--- config.mk ---
export PLATFORM = sky130hd
export DESIGN_NAME = audio_i2s_clkgen
export DESIGN_NICKNAME = d
export VERILOG_FILES = /design/src/rtl/audio_pkg.sv /design/src/rtl/audio_peak_meter.sv /design/src/rtl/audio_i2s_clkgen.sv
export SDC_FILE = /design/constraint.sdc
export NUM_CORES = 1
export LEC_CHECK = 0
export ABC_AREA = 1
export BUFFER_PORTS_ARGS = -buffer_cell sky130_fd_sc_hd__buf_2
export CORE_MARGIN = 3
export CORE_UTILIZATION = 40
export DETAILED_ROUTE_END_ITERATION = 6
export GPL_ROUTABILITY_DRIVEN = 0
export SETUP_SLACK_MARGIN = 0.3
export SYNTH_ARGS = -nofsm -noshare
export SYNTH_HDL_FRONTEND = slang
export SYNTH_SLANG_ARGS = --single-unit
--- constraint.sdc ---
create_clock -name clk -period 2.75 [get_ports clk]
set_input_delay 0.825 -clock clk [delete_from_list [all_inputs] [get_ports clk]]
set_output_delay 0.825 -clock clk [all_outputs]
set_load 0.05 [all_outputs]
--- src/rtl/audio_pkg.sv ---
// Shared audio-path types and helpers for the I2S clock generator and meters.
package audio_pkg;

  localparam int unsigned AUD_DATA_WIDTH = 24;
  localparam int unsigned AUD_SLOT_BITS  = 32;

  typedef logic signed [AUD_DATA_WIDTH-1:0] aud_sample_t;

  typedef enum logic {
    ST_IDLE,
    ST_RUN
  } run_state_t;

  // Saturating magnitude of a sign-extended sample, top 8 bits below the sign.
  function automatic logic [7:0] sat_abs_top8(input logic signed [63:0] sample,
                                              input int unsigned width);
    logic [63:0] mag;
    logic [63:0] max_pos;
    max_pos = (64'd1 << (width - 1)) - 64'd1;
    mag     = sample[63] ? 64'(-sample) : 64'(sample);
    if (mag > max_pos) mag = max_pos;
    return 8'(mag >> (width - 9));
  endfunction

endpackage

--- src/rtl/audio_peak_meter.sv ---
// Per-channel decaying peak level; updates only on a new-sample strobe.
module audio_peak_meter
  import audio_pkg::*;
#(
  parameter int unsigned DATA_WIDTH = AUD_DATA_WIDTH
) (
  input  logic                  clk,
  input  logic                  reset_n,
  input  logic [DATA_WIDTH-1:0] sample,
  input  logic                  load,
  input  logic                  decay_tick,
  output logic [7:0]            peak
);

  logic [7:0] mag8;
  logic [7:0] peak_d;

  always_comb begin
    mag8   = sat_abs_top8(64'($signed(sample)), DATA_WIDTH);
    peak_d = peak;
    if (load) begin
      if (mag8 > peak) begin
        peak_d = mag8;
      end else if (decay_tick && (peak != '0)) begin
        peak_d = peak - 8'd1;
      end
    end
  end

  always_ff @(posedge clk or negedge reset_n) begin
    if (!reset_n) begin
      peak <= '0;
    end else begin
      peak <= peak_d;
    end
  end

endmodule

--- src/rtl/audio_i2s_clkgen.sv ---
// I2S BCLK/LRCK master for the codec path, with ADC deserialiser and peak meters.
module audio_i2s_clkgen
  import audio_pkg::*;
#(
  parameter int unsigned CLK_DIV      = 4,
  parameter int unsigned SLOT_BITS    = AUD_SLOT_BITS,
  parameter int unsigned DATA_WIDTH   = AUD_DATA_WIDTH,
  parameter int unsigned DECAY_FRAMES = 256
) (
  input  logic                  clk,
  input  logic                  reset_n,
  input  logic                  enable,
  output logic                  aud_bclk,
  output logic                  aud_lrck,
  input  logic                  aud_adcdat,
  output logic [DATA_WIDTH-1:0] adc_left,
  output logic [DATA_WIDTH-1:0] adc_right,
  output logic                  adc_valid,
  output logic                  frame_start,
  output logic [7:0]            peak_left,
  output logic [7:0]            peak_right
);

  localparam int unsigned HALF  = CLK_DIV / 2;
  localparam int unsigned DIV_W = (CLK_DIV > 1) ? $clog2(CLK_DIV) : 1;
  localparam int unsigned BIT_W = $clog2(2 * SLOT_BITS);
  localparam int unsigned DEC_W = (DECAY_FRAMES > 1) ? $clog2(DECAY_FRAMES) : 1;

  localparam logic [DIV_W-1:0] DIV_LAST = DIV_W'(CLK_DIV - 1);
  localparam logic [DIV_W-1:0] DIV_RISE = DIV_W'(HALF - 1);
  localparam logic [DIV_W-1:0] DIV_HALF = DIV_W'(HALF);
  localparam logic [DIV_W-1:0] DIV_ONE  = DIV_W'(1);
  localparam logic [BIT_W-1:0] BIT_LAST = BIT_W'(2 * SLOT_BITS - 1);
  localparam logic [BIT_W-1:0] BIT_SLOT = BIT_W'(SLOT_BITS);
  localparam logic [BIT_W-1:0] BIT_DW   = BIT_W'(DATA_WIDTH);
  localparam logic [BIT_W-1:0] BIT_ONE  = BIT_W'(1);
  localparam logic [DEC_W-1:0] DEC_LAST = DEC_W'(DECAY_FRAMES - 1);
  localparam logic [DEC_W-1:0] DEC_ONE  = DEC_W'(1);

  run_state_t            state_q, state_d;
  logic [DIV_W-1:0]      div_cnt, div_nxt;
  logic [BIT_W-1:0]      bit_cnt, bit_nxt, slot_pos;
  logic [DATA_WIDTH-1:0] shift_l, shift_r;
  logic [DEC_W-1:0]      dec_cnt;
  logic                  tick, rise_evt, fall_evt, in_right, cap_bit;
  logic                  cap_done, in_q, decay_tick;

  always_comb begin
    state_d = state_q;
    if (!enable) begin
      state_d = ST_IDLE;
    end else begin
      state_d = ST_RUN;
    end
  end

  // The first enabled cycle is a start cycle: counters stay at 0 so the frame
  // begins on a clean BCLK-low phase and frame_start lines up with bit 0.
  always_comb begin
    tick     = enable && (state_q == ST_RUN);
    rise_evt = tick && (div_cnt == DIV_RISE);
    fall_evt = tick && (div_cnt == DIV_LAST);
    in_right = (bit_cnt >= BIT_SLOT);
    slot_pos = in_right ? (bit_cnt - BIT_SLOT) : bit_cnt;
    cap_bit  = rise_evt && (slot_pos != '0) && (slot_pos <= BIT_DW);

    div_nxt = '0;
    if (tick) div_nxt = (div_cnt == DIV_LAST) ? '0 : div_cnt + DIV_ONE;

    bit_nxt = enable ? bit_cnt : '0;
    if (fall_evt) bit_nxt = (bit_cnt == BIT_LAST) ? '0 : bit_cnt + BIT_ONE;

    decay_tick = adc_valid && (dec_cnt == DEC_LAST);
  end

  always_ff @(posedge clk or negedge reset_n) begin
    if (!reset_n) begin
      state_q     <= ST_IDLE;
      div_cnt     <= '0;
      bit_cnt     <= '0;
      aud_bclk    <= 1'b0;
      aud_lrck    <= 1'b0;
      in_q        <= 1'b0;
      frame_start <= 1'b0;
      shift_l     <= '0;
      shift_r     <= '0;
      cap_done    <= 1'b0;
      adc_valid   <= 1'b0;
      adc_left    <= '0;
      adc_right   <= '0;
      dec_cnt     <= '0;
    end else begin
      state_q     <= state_d;
      div_cnt     <= div_nxt;
      bit_cnt     <= bit_nxt;
      aud_bclk    <= (div_nxt >= DIV_HALF);
      aud_lrck    <= (bit_nxt >= BIT_SLOT);
      in_q        <= aud_adcdat;
      frame_start <= enable && ((state_q == ST_IDLE) || (fall_evt && (bit_cnt == BIT_LAST)));

      if (!enable) begin
        shift_l <= '0;
        shift_r <= '0;
      end else if (cap_bit) begin
        if (in_right) begin
          shift_r <= {shift_r[DATA_WIDTH-2:0], in_q};
        end else begin
          shift_l <= {shift_l[DATA_WIDTH-2:0], in_q};
        end
      end

      cap_done  <= cap_bit && in_right && (slot_pos == BIT_DW);
      adc_valid <= enable && cap_done;
      if (enable && cap_done) begin
        adc_left  <= shift_l;
        adc_right <= shift_r;
      end

      if (!enable) begin
        dec_cnt <= '0;
      end else if (adc_valid) begin
        dec_cnt <= (dec_cnt == DEC_LAST) ? '0 : dec_cnt + DEC_ONE;
      end
    end
  end

  audio_peak_meter #(
    .DATA_WIDTH(DATA_WIDTH)
  ) u_peak_left (
    .clk       (clk),
    .reset_n   (reset_n),
    .sample    (adc_left),
    .load      (adc_valid),
    .decay_tick(decay_tick),
    .peak      (peak_left)
  );

  audio_peak_meter #(
    .DATA_WIDTH(DATA_WIDTH)
  ) u_peak_right (
    .clk       (clk),
    .reset_n   (reset_n),
    .sample    (adc_right),
    .load      (adc_valid),
    .decay_tick(decay_tick),
    .peak      (peak_right)
  );

endmodule

-- Yosys cells after proc, flatten, opt, wreduce, memory -nomap -nowiden
Index checks and enable logic that the tools add are counted.
- reductions and logical operators: 23
- $add $sub $neg: 8
- eq/ne operators: 9
- $mul: 0
- bitwise logic cells: 1
- order comparisons: 8
- divide/modulo/power cells: 0
- shifts and indexed selects: 0
- mux-type cells: 24
- operators by type and width (operator ; number):
    2-to-1 mux 24 bit ; 6
    greater-than comparator 64 x 23 -> 1 bit, second input constant ; 2
    2-to-1 mux 64 bit ; 2
    negator 24 -> 64 bit ; 2
    2-to-1 mux 8 bit ; 7
    2-to-1 mux 23 bit ; 2
    2-to-1 mux 6 bit ; 4
    greater-than comparator 8 bit ; 2
    nonzero test 8 bit ; 2
    subtractor 8 x 1 -> 8 bit, second input constant ; 2
    logical AND 1 bit ; 13
    >= comparator 6 bit, second input constant ; 2
    adder 8 x 1 -> 8 bit, second input constant ; 1
    == test 8 bit, second input constant ; 1
    AND reduction 2 bit ; 4
    adder 6 x 1 -> 6 bit, second input constant ; 1
    == test 6 x 5 -> 1 bit, second input constant ; 1
    == test 6 bit, second input constant ; 1
    <= comparator 6 x 5 -> 1 bit, second input constant ; 1
    != test 2 x 1 -> 1 bit, second input constant ; 3
    nonzero test 6 bit ; 1
    subtractor 6 bit, second input constant ; 1
    2-to-1 mux 2 bit ; 2
    nonzero test 2 bit ; 2
    other kinds (8) ; 8
- flip-flop bits (word level): 135
- memories kept: 0
- bits in writable memories: 0
- output and inout bits: 68
- bits in latches: 0
- ROM bits: 0

-- Logic depth before layout (Yosys ltp)
- depth after elaboration: 7
- mapped depth: 23

-- Modules after synthesis
A second synthesis with hierarchy kept.
- cells, all modules: 1016
- area total of the unflattened synthesis: 7534.7 sq um
- modules (own cells, without submodules) (module ; cells each ; times used ; area an instance (sq um) ; sequential area each (sq um)):
    audio_i2s_clkgen ; 560 ; 1 ; 4929.7 ; 2977.9
    audio_peak_meter ; 228 ; 2 ; 1302.5 ; 200.2

-- Worst setup path before layout
OpenSTA, ideal clock, no wires.
- kind: register -> register
- start point: reg adc_right[10]
- end point: reg u_peak_right.peak[6]
- stages on the path, launching flop included: 20
- required time: 2.632 ns
- setup slack: -0.049 ns
- buffers on the path: 2
- arrival: 2.680 ns
- path through: dfrtp_1 -> nor2_1 -> nand2_1 -> nor2_1 -> nand2_1 -> inv_1 -> nand2_1 -> clkbuf_1 -> nand3_1 -> ha_1 -> a21o_1 -> nor2_1 -> nand2_1 -> nand2_1 -> nand2_1 -> nand2_1 -> buf_6 -> nor2_1 -> nand2_1 -> nand2_1
- cells in the longest elaborated chain, start to end: 7
- ends and longest elaborated chain (what ; RTL line ; source):
    start, declared ; audio_i2s_clkgen.sv:17 ; output logic [DATA_WIDTH-1:0] adc_right,
    start signal, assigned ; audio_i2s_clkgen.sv:116 ; adc_right <= shift_r;
    negator 24 -> 64 bit ; audio_pkg.sv:20 ; mag = sample[63] ? 64'(-sample) : 64'(sample);
    2-to-1 mux 64 bit (*) ; audio_pkg.sv:20 ;
    greater-than comparator 64 x 23 -> 1 bit ; audio_pkg.sv:21 ; if (mag > max_pos) mag = max_pos;
    2-to-1 mux 23 bit (*) ; audio_pkg.sv:21 ;
    greater-than comparator 8 bit ; audio_peak_meter.sv:22 ; if (mag8 > peak) begin
    nonzero test 2 bit (no source line) ; - ;
    AND reduction 2 bit (no source line) ; - ;
    end signal, assigned ; audio_peak_meter.sv:34 ; peak <= peak_d;
    end, declared ; audio_peak_meter.sv:12 ; output logic [7:0] peak
Every way passes the cells marked *; elsewhere a longest branch is shown, timed or not.
A chain may end at the register's enable or synchronous reset.

-- Worst setup path in the final report
- start point: reg adc_right[14]
- end point: reg u_peak_right.peak[7]
Same word-level chain as after synthesis.

==> impl_metrics.ini <==
[status]
status = completed

[power]
finalPower_mw = 4.25
swShare = 0.225
combinationalPowerShare = 0.022
power_leakage_nw = 4.86
switchingPower_mw = 0.956
clkPwrFrac = 0.516
internal_power_mw = 3.30
power_frac_seq = 0.462
peakVddDrop_v = 0.000446
p_per_area_nw_per_um2 = 439

[timing]
drv_slew = 0
tightest_slew_ns = 0.608
timing.final.crit_share = 0.931
skew_ns = 0.00655
hold_viol_final = 0
hold_ws_ns = 0.253
rsz0062_at_grt = true
tns_ns = 0
finalSetupViolations = 0
fmax_mhz = 391
min_period_ns = 2.56
relSlewSlack = 0.595

[final_layout]
layout_common_cells = 248 x nand2_1, 86 x dfrtp_1, 85 x inv_1, 70 x buf_2, 59 x buf_4
design_area_um2 = 9690
final_util = 0.560
synthToLayoutAreaGrowth_pct = 36.8
final_nets = 1082
layout_commonest_cell = nand2_1
n_antenna_cell = 0
layout-drive-gt1-share = 0.369
n_fill_cell = 1582

[setup_path]
worstPathRequired_ns = 3.07
endpoint_kind = flop
path_max_fanout = 4
critPathArrivalTime_ns = 2.88
critPathKind = reg -> reg
startpoint_type = flop

[route]
routedWlPerCell_um = 14.6
first_iter_violations = 269
drc = 0
drt_first_pass_iters = 4
viasPerCell = 4.99
drt-total-wl_um = 18800
vias = 6431
antenna_left = 0

[flow_run]
drv_cap = 0

[clock_network]
path_clk_slew_ns = 0.06
ctsHoldBuffers = 0
clock_path_buffers = 2
cts-htree-levels = 4
clock_sinks = 133
clock_latency_ns = 0.42
cts_made_buffers = 17
cts_tree = built
clock_tree.root_cell = clkbuf_16

[synth]
synth_xor_area_frac = 0.0161
synth-simple-area-share = 0.293
synth_warnings = 0
synth.net_count = 946
ys_types = 32
synthCells = 915
synthMuxAreaShare = 0
yosysSeqAreaShare = 0.470
synth_compound_area_frac = 0.0954
synth_adder_area_share = 0.0477
synth_seq_cells = 133
syn_area_per_cell_um2 = 7.74
synth_top_family_by_area = simple AND/OR/NAND/NOR gates
syn_area_um2 = 7080

[floorplanning]
pin_count = 72
die_y_um = 139
start_util = 0.410
num_rows = 48
die_w_um = 139
design.core.area_um2 = 17300
die_area_um2 = 19300

[placed_design]
numPortBuffers = 71
post-dp-hpwl_um = 12200
dpl_cell_area_um2 = 7910

[global_routing]
antenna_found_initial = 0
overflow = 0
grt_pass1_vias = 6026
grt_max_degree = 61
grt_usage = 0.189
grt_pass1_wl_um = 30000

[hold_path]
hold_class = in -> async
==> logic make-up (layout without fill, tap and decap cells) <==
logic type               Yosys count  count (layout)
AND/OR/NAND/NOR                  492             494
flip-flops                       133             133
buffers and inverters            127             274
XOR/XNOR                          13              13
adder cells (fa/ha/maj)           27              27
AO/OA/AOI/OAI                    123             123
==> cells in the mapped netlist <==
master	number	area [µm²]
o21ai_0	42	210
xor2_1	12	105
dfrtp_1	133	3330
nor3b_1	1	7.51
nand4_1	17	106
nand2_4	4	45.0
clkinv_1	1	3.75
inv_1	94	353
xnor2_1	1	8.76
inv_2	1	3.75
nand2_2	1	6.26
a21oi_2	4	35.0
nand3_1	55	275
or2_2	1	6.26
nand3b_1	11	82.6
o21ai_1	12	60.1
o22ai_1	26	163
ha_1	27	338
nor3_2	2	20.0
buf_1	1	3.75
nand2_1	287	1080
buf_2	4	20.0
a21boi_1	2	15.0
nor3_1	9	45.0
clkbuf_1	16	60.1
nor3_4	1	16.3
a21o_1	2	15.0
a21oi_1	34	170
nor2_1	103	387
buf_6	9	101
buf_4	1	7.51
a22oi_1	1	7.51
==> layout make-up <==
class | instances | area, µm² | area share
Sequential cell | 133 | 3390 | 0.350
Timing Repair Buffer | 146 | 996 | 0.103
Clock buffer | 21 | 470 | 0.0486
Tap cell | 225 | 282 | 0.0291
Clock inverter | 11 | 98.8 | 0.0102
Inverter | 96 | 363 | 0.0375
Multi-Input combinational cell | 657 | 4090 | 0.422
==> per-layer routing <==
layer,track usage,vias to the layer above,share of wire
met5,0,-,0
met4,0.0633,0,0.021
met3,0.0424,34,0.036
met2,0.304,96,0.49
met1,0.253,3063,0.45
li1,-,3238,-
==> sequential cells by signal, indices dropped and copies added (netlist names) <==
register	flops
adc_right	24
state_q	1
u_peak_right.peak	8
aud_lrck	1
adc_left	24
adc_valid	1
div_cnt	1
dec_cnt	8
cap_done	1
frame_start	1
u_peak_left.peak	8
aud_bclk	1
bit_cnt	5
shift_l	24
in_q	1
shift_r	24
==> path summary, 6_finish.rpt <==
kind | from | end | slack (ns) | cells after the start
setup / recovery | adc_right[14] | u_peak_right.peak[7] | 0.19 | 21
hold / removal | reset_n | u_peak_right.peak[6] | 0.25 | 1
setup reg to reg | adc_right[14] | u_peak_right.peak[7] | 0.19 | 21
hold reg to reg | shift_l[2] | adc_left[2] | 0.46 | 2
max in group asynchronous | reset_n | adc_right[13] | 1.87 | 2
min in group clk | shift_l[2] | adc_left[2] | 0.46 | 2
==> what timing repair did <==
action | CTS | global route
gates cloned | 3 | 1
resized for setup | 49 | 132
pin swaps | 31 | 50
endpoints found under the setup margin | 16 | 16
buffers inserted | 33 | 25
==> per-stage QoR <==
| stage | cells | setup slack, ns |
|---|---|---|
| after floorplan | 915 | 0.293 |
| after global placement | 1195 | 0.112 |
| after detailed placement | 1195 | 0.116 |
| after CTS | 1263 | 0.286 |
| after global routing | 1289 | 0.0193 |
| final | 1289 | 0.190 |
==> power groups by stage <==
stage | Combinational [mW] | Clock (mW) | Sequential (mW)
CTS | 0.0994 | 2.24 | 1.97
global placement | 0.0992 | 0 | 2.00
floorplan | 0.0336 | 0 | 2.01
detailed placement | 0.0985 | 0 | 2.00
finish | 0.0953 | 2.19 | 1.97
global route | 0.109 | 2.32 | 1.96
==> critical path, stage by stage (launching register included) <==
cell and delay, ns:
dfrtp_2 0.44, nor2_4 0.14, nand2_2 0.08, nor2_2 0.14
nand2_2 0.09, buf_6 0.13, nand2_2 0.05, nand2_2 0.07
nand3_4 0.07, inv_2 0.04, ha_1 0.16, inv_1 0.05
nand2_1 0.05, nand2_1 0.07, nand2_1 0.06, nand2_1 0.07
nand2_2 0.08, a21boi_4 0.25, buf_6 0.13, nand4_1 0.12
nand2_1 0.10, nand2_1 0.04
Power figures use the tool's default switching activity.
